===== src/rtl/axi_write_arbiter_pkg.sv =====
// Shared types and helpers for the burst-locked write-channel arbiter.
package axi_write_arbiter_pkg;

   localparam int unsigned LEN_W = 8;

   typedef enum logic [0:0] {
      StIdle,
      StBurst
   } arb_state_e;

   // Grant index width, never narrower than one bit.
   function automatic int unsigned grant_w(input int unsigned n);
      return (n > 2) ? $clog2(n) : 1;
   endfunction

endpackage


===== src/rtl/axi_write_arbiter_if.sv =====
// Requester-side and downstream-side signals of the write arbiter in one bundle.
interface axi_write_arbiter_if
   import axi_write_arbiter_pkg::*;
#(
   parameter int unsigned NUM_REQ = 2,
   parameter int unsigned ADDR_W  = 32,
   parameter int unsigned DATA_W  = 32
);
   localparam int unsigned GRANT_W = grant_w(NUM_REQ);
   localparam int unsigned STRB_W  = DATA_W / 8;

   logic [NUM_REQ-1:0]        s_valid;
   logic [NUM_REQ-1:0]        s_ready;
   logic [NUM_REQ*ADDR_W-1:0] s_addr;
   logic [NUM_REQ*DATA_W-1:0] s_wdata;
   logic [NUM_REQ*STRB_W-1:0] s_wstrb;
   logic [NUM_REQ*LEN_W-1:0]  s_len;
   logic                      m_valid;
   logic                      m_ready;
   logic [ADDR_W-1:0]         m_addr;
   logic [DATA_W-1:0]         m_wdata;
   logic [STRB_W-1:0]         m_wstrb;
   logic [LEN_W-1:0]          m_len;
   logic [GRANT_W-1:0]        m_grant;
   logic                      m_busy;

   modport slave (
      input  s_valid, s_addr, s_wdata, s_wstrb, s_len, m_ready,
      output s_ready, m_valid, m_addr, m_wdata, m_wstrb, m_len, m_grant, m_busy
   );

   modport master (
      output s_valid, s_addr, s_wdata, s_wstrb, s_len, m_ready,
      input  s_ready, m_valid, m_addr, m_wdata, m_wstrb, m_len, m_grant, m_busy
   );

endinterface


===== src/rtl/axi_arb_rr_pick.sv =====
// Combinational round-robin picker: first asserted request at or after ptr, wrapping.
module axi_arb_rr_pick #(
   parameter int unsigned NUM_REQ = 2,
   parameter int unsigned GRANT_W = 1
) (
   input  logic [NUM_REQ-1:0] req,
   input  logic [GRANT_W-1:0] ptr,
   output logic [GRANT_W-1:0] winner,
   output logic               found
);

   always_comb begin
      winner = '0;
      found  = 1'b0;
      for (int unsigned k = 0; k < NUM_REQ; k++) begin
         int unsigned idx;
         idx = (32'(ptr) + k) % NUM_REQ;
         if (!found && req[idx]) begin
            found  = 1'b1;
            winner = GRANT_W'(idx);
         end
      end
   end

endmodule


===== src/rtl/axi_write_arbiter.sv =====
// Burst-locked arbiter sharing one boundary-write channel among NUM_REQ requesters.
// Define AXI_WRITE_ARB_FIXED_PRIO_EN for fixed priority (lowest index wins); default is round-robin.
module axi_write_arbiter
   import axi_write_arbiter_pkg::*;
#(
   parameter int unsigned NUM_REQ = 2,
   parameter int unsigned ADDR_W  = 32,
   parameter int unsigned DATA_W  = 32
) (
   input logic               clk,
   input logic               rst,
   axi_write_arbiter_if.slave bus
);
   localparam int unsigned GRANT_W = grant_w(NUM_REQ);
   localparam int unsigned STRB_W  = DATA_W / 8;

   arb_state_e         state_q, state_d;
   logic [LEN_W-1:0]   cnt_q, cnt_d, len_q, len_d;
   logic [GRANT_W-1:0] grant_q, grant_d, ptr, winner;
   logic               found, beat, last;

   logic [NUM_REQ-1:0] s_ready;
   logic               m_valid;
   logic [ADDR_W-1:0]  m_addr;
   logic [DATA_W-1:0]  m_wdata;
   logic [STRB_W-1:0]  m_wstrb;

`ifdef AXI_WRITE_ARB_FIXED_PRIO_EN
   assign ptr = '0;
`else
   logic [GRANT_W-1:0] ptr_q, ptr_d;

   assign ptr = ptr_q;

   // Pointer moves past the requester that just finished its burst.
   always_comb begin
      ptr_d = ptr_q;
      if (state_q == StBurst && beat && last) begin
         ptr_d = (grant_q == GRANT_W'(NUM_REQ - 1)) ? '0 : grant_q + 1'b1;
      end
   end

   always_ff @(posedge clk or negedge rst) begin
      if (!rst) ptr_q <= '0;
      else      ptr_q <= ptr_d;
   end
`endif

   axi_arb_rr_pick #(
      .NUM_REQ (NUM_REQ),
      .GRANT_W (GRANT_W)
   ) u_pick (
      .req    (bus.s_valid),
      .ptr    (ptr),
      .winner (winner),
      .found  (found)
   );

   always_comb begin
      s_ready = '0;
      m_valid = 1'b0;
      m_addr  = '0;
      m_wdata = '0;
      m_wstrb = '0;
      if (state_q == StBurst) begin
         m_valid          = bus.s_valid[grant_q];
         s_ready[grant_q] = bus.m_ready;
         m_addr           = bus.s_addr[ADDR_W*grant_q +: ADDR_W];
         m_wdata          = bus.s_wdata[DATA_W*grant_q +: DATA_W];
         m_wstrb          = bus.s_wstrb[STRB_W*grant_q +: STRB_W];
      end
   end

   assign beat = m_valid && bus.m_ready;
   assign last = (cnt_q == len_q);

   always_comb begin
      state_d = state_q;
      cnt_d   = cnt_q;
      len_d   = len_q;
      grant_d = grant_q;
      case (state_q)
         StIdle: begin
            if (found) begin
               grant_d = winner;
               len_d   = bus.s_len[LEN_W*winner +: LEN_W];
               cnt_d   = '0;
               state_d = StBurst;
            end
         end
         StBurst: begin
            if (beat) begin
               if (last) state_d = StIdle;
               else      cnt_d   = cnt_q + 1'b1;
            end
         end
         default: state_d = StIdle;
      endcase
   end

   always_ff @(posedge clk or negedge rst) begin
      if (!rst) begin
         state_q <= StIdle;
         cnt_q   <= '0;
         len_q   <= '0;
         grant_q <= '0;
      end else begin
         state_q <= state_d;
         cnt_q   <= cnt_d;
         len_q   <= len_d;
         grant_q <= grant_d;
      end
   end

   assign bus.s_ready = s_ready;
   assign bus.m_valid = m_valid;
   assign bus.m_addr  = m_addr;
   assign bus.m_wdata = m_wdata;
   assign bus.m_wstrb = m_wstrb;
   assign bus.m_len   = len_q;
   assign bus.m_grant = grant_q;
   assign bus.m_busy  = (state_q == StBurst);

endmodule


===== src/flat_wrapper.sv =====
// flat-port wrapper written by rule: the top's interface ports become plain ports
module axi_write_arbiter_flat import axi_write_arbiter_pkg::*;
#(
   parameter int unsigned NUM_REQ = 2,
   parameter int unsigned ADDR_W  = 32,
   parameter int unsigned DATA_W  = 32
)
  (clk, rst, bus_s_valid, bus_s_addr, bus_s_wdata, bus_s_wstrb, bus_s_len, bus_m_ready, bus_s_ready, bus_m_valid, bus_m_addr, bus_m_wdata, bus_m_wstrb, bus_m_len, bus_m_grant, bus_m_busy);
  axi_write_arbiter_if #(.NUM_REQ(NUM_REQ), .ADDR_W(ADDR_W), .DATA_W(DATA_W)) bus_i ();
  input logic clk;
  input logic rst;
  input wire logic [$bits(bus_i.s_valid)-1:0] bus_s_valid;
  input wire logic [$bits(bus_i.s_addr)-1:0] bus_s_addr;
  input wire logic [$bits(bus_i.s_wdata)-1:0] bus_s_wdata;
  input wire logic [$bits(bus_i.s_wstrb)-1:0] bus_s_wstrb;
  input wire logic [$bits(bus_i.s_len)-1:0] bus_s_len;
  input wire logic [$bits(bus_i.m_ready)-1:0] bus_m_ready;
  output wire logic [$bits(bus_i.s_ready)-1:0] bus_s_ready;
  output wire logic [$bits(bus_i.m_valid)-1:0] bus_m_valid;
  output wire logic [$bits(bus_i.m_addr)-1:0] bus_m_addr;
  output wire logic [$bits(bus_i.m_wdata)-1:0] bus_m_wdata;
  output wire logic [$bits(bus_i.m_wstrb)-1:0] bus_m_wstrb;
  output wire logic [$bits(bus_i.m_len)-1:0] bus_m_len;
  output wire logic [$bits(bus_i.m_grant)-1:0] bus_m_grant;
  output wire logic [$bits(bus_i.m_busy)-1:0] bus_m_busy;
  assign bus_i.s_valid = bus_s_valid;
  assign bus_i.s_addr = bus_s_addr;
  assign bus_i.s_wdata = bus_s_wdata;
  assign bus_i.s_wstrb = bus_s_wstrb;
  assign bus_i.s_len = bus_s_len;
  assign bus_i.m_ready = bus_m_ready;
  assign bus_s_ready = bus_i.s_ready;
  assign bus_m_valid = bus_i.m_valid;
  assign bus_m_addr = bus_i.m_addr;
  assign bus_m_wdata = bus_i.m_wdata;
  assign bus_m_wstrb = bus_i.m_wstrb;
  assign bus_m_len = bus_i.m_len;
  assign bus_m_grant = bus_i.m_grant;
  assign bus_m_busy = bus_i.m_busy;
  axi_write_arbiter #(.NUM_REQ(NUM_REQ), .ADDR_W(ADDR_W), .DATA_W(DATA_W)) u_core (.clk(clk), .rst(rst), .bus(bus_i));
endmodule

===== config.mk =====
export PLATFORM = sky130hd
export DESIGN_NAME = axi_write_arbiter_flat
export DESIGN_NICKNAME = d
export VERILOG_FILES = /design/src/rtl/axi_write_arbiter_pkg.sv /design/src/rtl/axi_write_arbiter_if.sv /design/src/rtl/axi_arb_rr_pick.sv /design/src/rtl/axi_write_arbiter.sv /design/src/flat_wrapper.sv
export SDC_FILE = /design/constraint.sdc
export NUM_CORES = 1
export LEC_CHECK = 0
export ABC_AREA = 1
export CAP_MARGIN = 20
export CORE_AREA = 2 2 93 95
export DETAILED_ROUTE_END_ITERATION = 10
export DIE_AREA = 0 0 95 97
export PLACE_DENSITY = 0.72
export SETUP_SLACK_MARGIN = 0.3
export SYNTH_ARGS = -nofsm -noshare
export SYNTH_HDL_FRONTEND = slang
export SYNTH_SLANG_ARGS = --single-unit

===== constraint.sdc =====
create_clock -name clk -period 1.5 [get_ports clk]
set_input_delay 0.225 -clock clk [delete_from_list [all_inputs] [get_ports clk]]
set_output_delay 0.225 -clock clk [all_outputs]
set_load 0.05 [all_outputs]

Word level (Yosys, flattened, before mapping) --
Index checks and enable logic that the tools add are counted.
Storage, ports and cells: bits in registers 19, input bits 157, output and inout port bits 81, logic and storage cells 56
Operators by class: $add $sub $neg 3, $lt $le $gt $ge 4, eq/ne operators 4, shift-type cells 4, multiplexer cells 26, bitwise logic cells 2, reduce and logical (&&, ||, !) cells 8
Operators by type and width (count):
- $shiftx 64x7->32 | 2
- $mux 32 | 2
- $mux 8 | 3
- $mux 1 | 16
- $pmux 8 s2 | 1
- $shiftx 16x5->8 | 1
- $add 8x1->8 const B | 1
- $eq 8x8->1 | 1
- $shiftx 8x4->4 | 1
- $lt 1x2->1 const B | 3
- $logic_and 1x1->1 | 5
- $mux 4 | 1
- $ne 2x2->1 const B | 2
- $reduce_and 3->1 | 1
- $add 1x1->1 const B | 2
- $and 2x2->2 | 1
- $mux 2 | 1
- $ne 2x1->1 const B | 1
- $pmux 1 s2 | 1
- $reduce_and 2->1 | 1
- $demux 1 s1 | 1
- $ge 1x1->1 const B | 1
- $logic_not 1->1 | 1
- $not 1->1 | 1

Longest topological paths before layout --
word-level depth 8, mapped depth 10, depth with buffers taken out 10

Hierarchy --
From an unflattened synthesis, not the netlist that was laid out.
Second synthesis, totals: cells, all modules 381, area total of the unflattened synthesis 2122.0 sq um
By module, submodules not included:
- axi_write_arbiter | times used 1, cells each 377, area an instance 2103.3 sq um, seq. area each 475.5 sq um
- axi_arb_rr_pick | times used 1, cells each 4, area an instance 18.8 sq um, seq. area each 0.0 sq um

Least setup slack after synthesis --
OpenSTA, ideal clock, no wires.
path kind register -> output, start point register u_core.state_q, in the netlist u_core.bus.m_busy, end point output bus_s_ready[0], data arrival time 2.001 ns, required time 1.275 ns, setup slack -0.726 ns, stages on the path, launching flop included 3, path buffers 0, cell sequence dfrtp_1 -> inv_2 -> nor3_1
Between the ends: longest elaborated chain between the ends 1
RTL lines:
- start: declaration | line axi_write_arbiter.sv:17 | arb_state_e state_q, state_d;
- start signal: assignment | line axi_write_arbiter.sv:103 | state_q <= StIdle;
- start signal: assignment | line axi_write_arbiter.sv:108 | state_q <= state_d;
- $mux 2 | line axi_write_arbiter.sv:65 | if (state_q == StBurst) begin
- end: declaration | line flat_wrapper.sv:18 | output wire logic [$bits(bus_i.s_ready)-1:0] bus_s_ready;
Every way passes these cells.

Worst setup path in the final report --
start point register u_core.state_q, in the netlist u_core.bus.m_busy, end point output bus_m_wdata[12]
Between the ends: longest elaborated chain between the ends 1
RTL lines:
- $mux 32 | line axi_write_arbiter.sv:65
- end: declaration | line flat_wrapper.sv:21 | output wire logic [$bits(bus_i.m_wdata)-1:0] bus_m_wdata;
Every way passes these cells.

==> flow_summary.toml <==
[synth]
ys_types = 24
synth.mux.area_fraction = 0.0447
synth_flop_cell = "dfrtp_1"
synth_simple_gate_area_share = 0.210
yosys.area.top_type_share = 0.333
synth.avg_cell_area_um2 = 7.68
synth_top_family_by_area = "compound AO/OA/AOI/OAI gates"
synth-xor-area-share = 0.0294
synth_async_sr_flop_share = 1.00
ys_seq_area_frac = 0.266
synth_compound_area_frac = 0.369
synthTopCellsByCount = "a22o_1 (68), nand2_1 (49), dfrtp_1 (19), inv_1 (13), nor2_1 (12)"
synthAdderAreaFrac = 0.00699
synth_area_um2 = 1790
synth_seq_cells = 19
yosysMostFrequentCell = "a22o_1"
syn-num-nets = 391
synth_cells = 233
synth_top_cells_by_area = "a22o_1 (33%), dfrtp_1 (27%), nand2_1 (10%)"
yosysTopAreaCell = "a22o_1"
yosys_warnings = 0
synth-edff-count = 0

[final_layout]
post-route-util = 0.772
nets = 655
antenna_cells = 0
area_growth_syn_to_layout_pct = 251
drive_above_1_share = 0.444

[power]
power_w = 0.0148
swShare = 0.476
seqPwrFrac = 0.070
max-vdd-ir-drop_uv = 1160
power.density_nw_per_um2 = 2360
p_sw_w = 0.00707
comb_power_share = 0.905
clkPwrFrac = 0.025
p_int_w = 0.00777
p_leak_nw = 2.76

[routing]
wl_per_cell_um = 20.2
vias = 2956
drt_iter0_markers = 69
routed_wl_mm = 12.1
drc = 0
drt_pre_antenna_iters = 5
viasPerCell = 4.92
antenna_left = 0

[global_route]
grt_pass1_wl_mm = 17.5
grtUsageTotal = 0.247
grt_overflow = 0
grt_max_degree = 24
grt_pass1_vias = 3014
grt_antenna_before_repair = 1

[clock_network]
cts_buffers = 3
clkSinkCount = 19
cts_tree = "built"
path_clk_slew_ns = 0.08
htree_levels = 1
cts.path.max_buffers = 2
clk_latency_ns = 0.26
cts_root_buffer = "clkbuf_8"

[timing]
layout_min_cycle_time_ns = 1.81
relSlewSlack = 0.810
finalCritPeriodShare = 1.21
timing.hold.ws_ns = 0.289
rsz0062_at_grt = "true"
finalSetupTns_ns = -19.49
max_freq_mhz = 552
setup_viol = 73
finalHoldViolCount = 0
skew_ns = 0.00148
worstMarginPinSlew_ns = 0.282
setup_ws_ns = -0.310
finalMaxSlewViolations = 0

[critical_path]
r2r_cells = 11
start_kind = "register"
crit_path_max_fanout = 6
required_ns = 1.27
path_class = "reg -> out"
worst_setup_path_end_kind = "output pin"
arrival_ns = 1.59

[placed_design]
gp_congestion = 0.949
dp_hpwl_mm = 9.64
io_buffers = 237

[floorplanning]
row_count = 33
die_w_um = 95
floorplan.initialDensity = 0.220
floorplan.die.height_um = 97
coreArea_um2 = 8130
ios = 238
die-area_um2 = 9220

[status]
status = "finished with violations"
violations = "negative setup slack"

[hold_path]
hp-class = "in -> async"

[flow_run]
drv_cap = 0
==> routing by layer <==
metal | track usage | vias up | wire [µm]
met2 | 0.431 | 160 | 6180
met3 | 0.0763 | 35 | 1130
li1 | - | 1380 | -
met4 | 0.0736 | 2 | 454
met5 | 0 | - | 13
met1 | 0.286 | 1379 | 4360
==> cell usage in the layout, fill, tap and decap left out, types with 4 or more instances in the layout <==
cell / instances
nand3_1: 7
xnor2_1: 5
o21ai_1: 10
a22o_2: 8
nor2_1: 10
nand2_4: 4
nand2_1: 45
buf_6: 8
dfrtp_1: 9
buf_12: 88
dfrtp_2: 8
buf_4: 15
clkdlybuf4s50_1: 155
buf_16: 4
inv_1: 13
mux2i_1: 8
a22o_4: 60
==> layout make-up <==
class / count / area (µm²)
tap: 105 / 131
clock buffer: 3 / 41.3
clock inverter: 1 / 7.51
fill: 518 / 1850
multi-input combinational: 181 / 1800
sequential: 19 / 493
inverter: 16 / 75.1
timing repair buffer: 276 / 3730
==> through the flow <==
step	worst slack, ns	cells	instance area, µm²
floorplan	-0.0540	233	2510
global placement	-0.0595	582	5930
detailed placement	-0.0840	582	5930
CTS	-0.313	594	6170
global route	-0.365	601	6280
finish	-0.310	601	6280
==> final timing paths <==
kind | startpoint | endpoint | slack (ns)
worst max-delay path | u_core.bus.m_busy | bus_m_wdata[12] | -0.31
worst min-delay path | rst | u_core.cnt_q[4] | 0.29
worst max register to register | u_core.bus.m_busy | u_core.cnt_q[2] | -0.02
worst min register to register | u_core.ptr | u_core.ptr | 0.56
max in group asynchronous | rst | u_core.bus.m_grant | 0.98
min in group clk | u_core.ptr | u_core.ptr | 0.56
==> what timing repair did <==
item,in CTS,in global routing
hold buffers,0,0
hold endpoints to repair,0,0
setup buffers,5,4
gates resized for setup,23,5
cloned,3,3
pin swaps,6,20
endpoints found under the setup margin,92,92
==> logic make-up after synthesis <==
group           after synthesis
xor+xnor                      6
compound gates               81
buf+inv                      33
fa+ha+maj                     1
simple gates                 85
flops                        19
mux                           8
==> power by group through the flow <==
stage	logic [W]	registers, W	clock network [W]
2_1_floorplan	0.00646	0.00138	0
3_3_place_gp	0.0124	0.00103	0
3_5_place_dp	0.0125	0.00104	0
4_1_cts	0.0132	0.00103	0.000386
5_1_grt	0.0139	0.00107	0.000411
6_report	0.0134	0.00104	0.000378
==> worst max-delay path, stage by stage (launching register included) <==
cell and delay [ns]:
dfrtp_4 0.51, clkinv_4 0.07, nor2_4 0.05, buf_6 0.14, clkbuf_16 0.16, a22o_4 0.23
buf_12 0.15
==> sequential cells by signal, summed over array words and instances, names as in the netlist <==
name	count
u_core.ptr	1
u_core.bus.m_len	8
u_core.bus.m_busy	1
u_core.cnt_q	8
u_core.bus.m_grant	1
No activity file was read; power rests on OpenSTA's default activity.
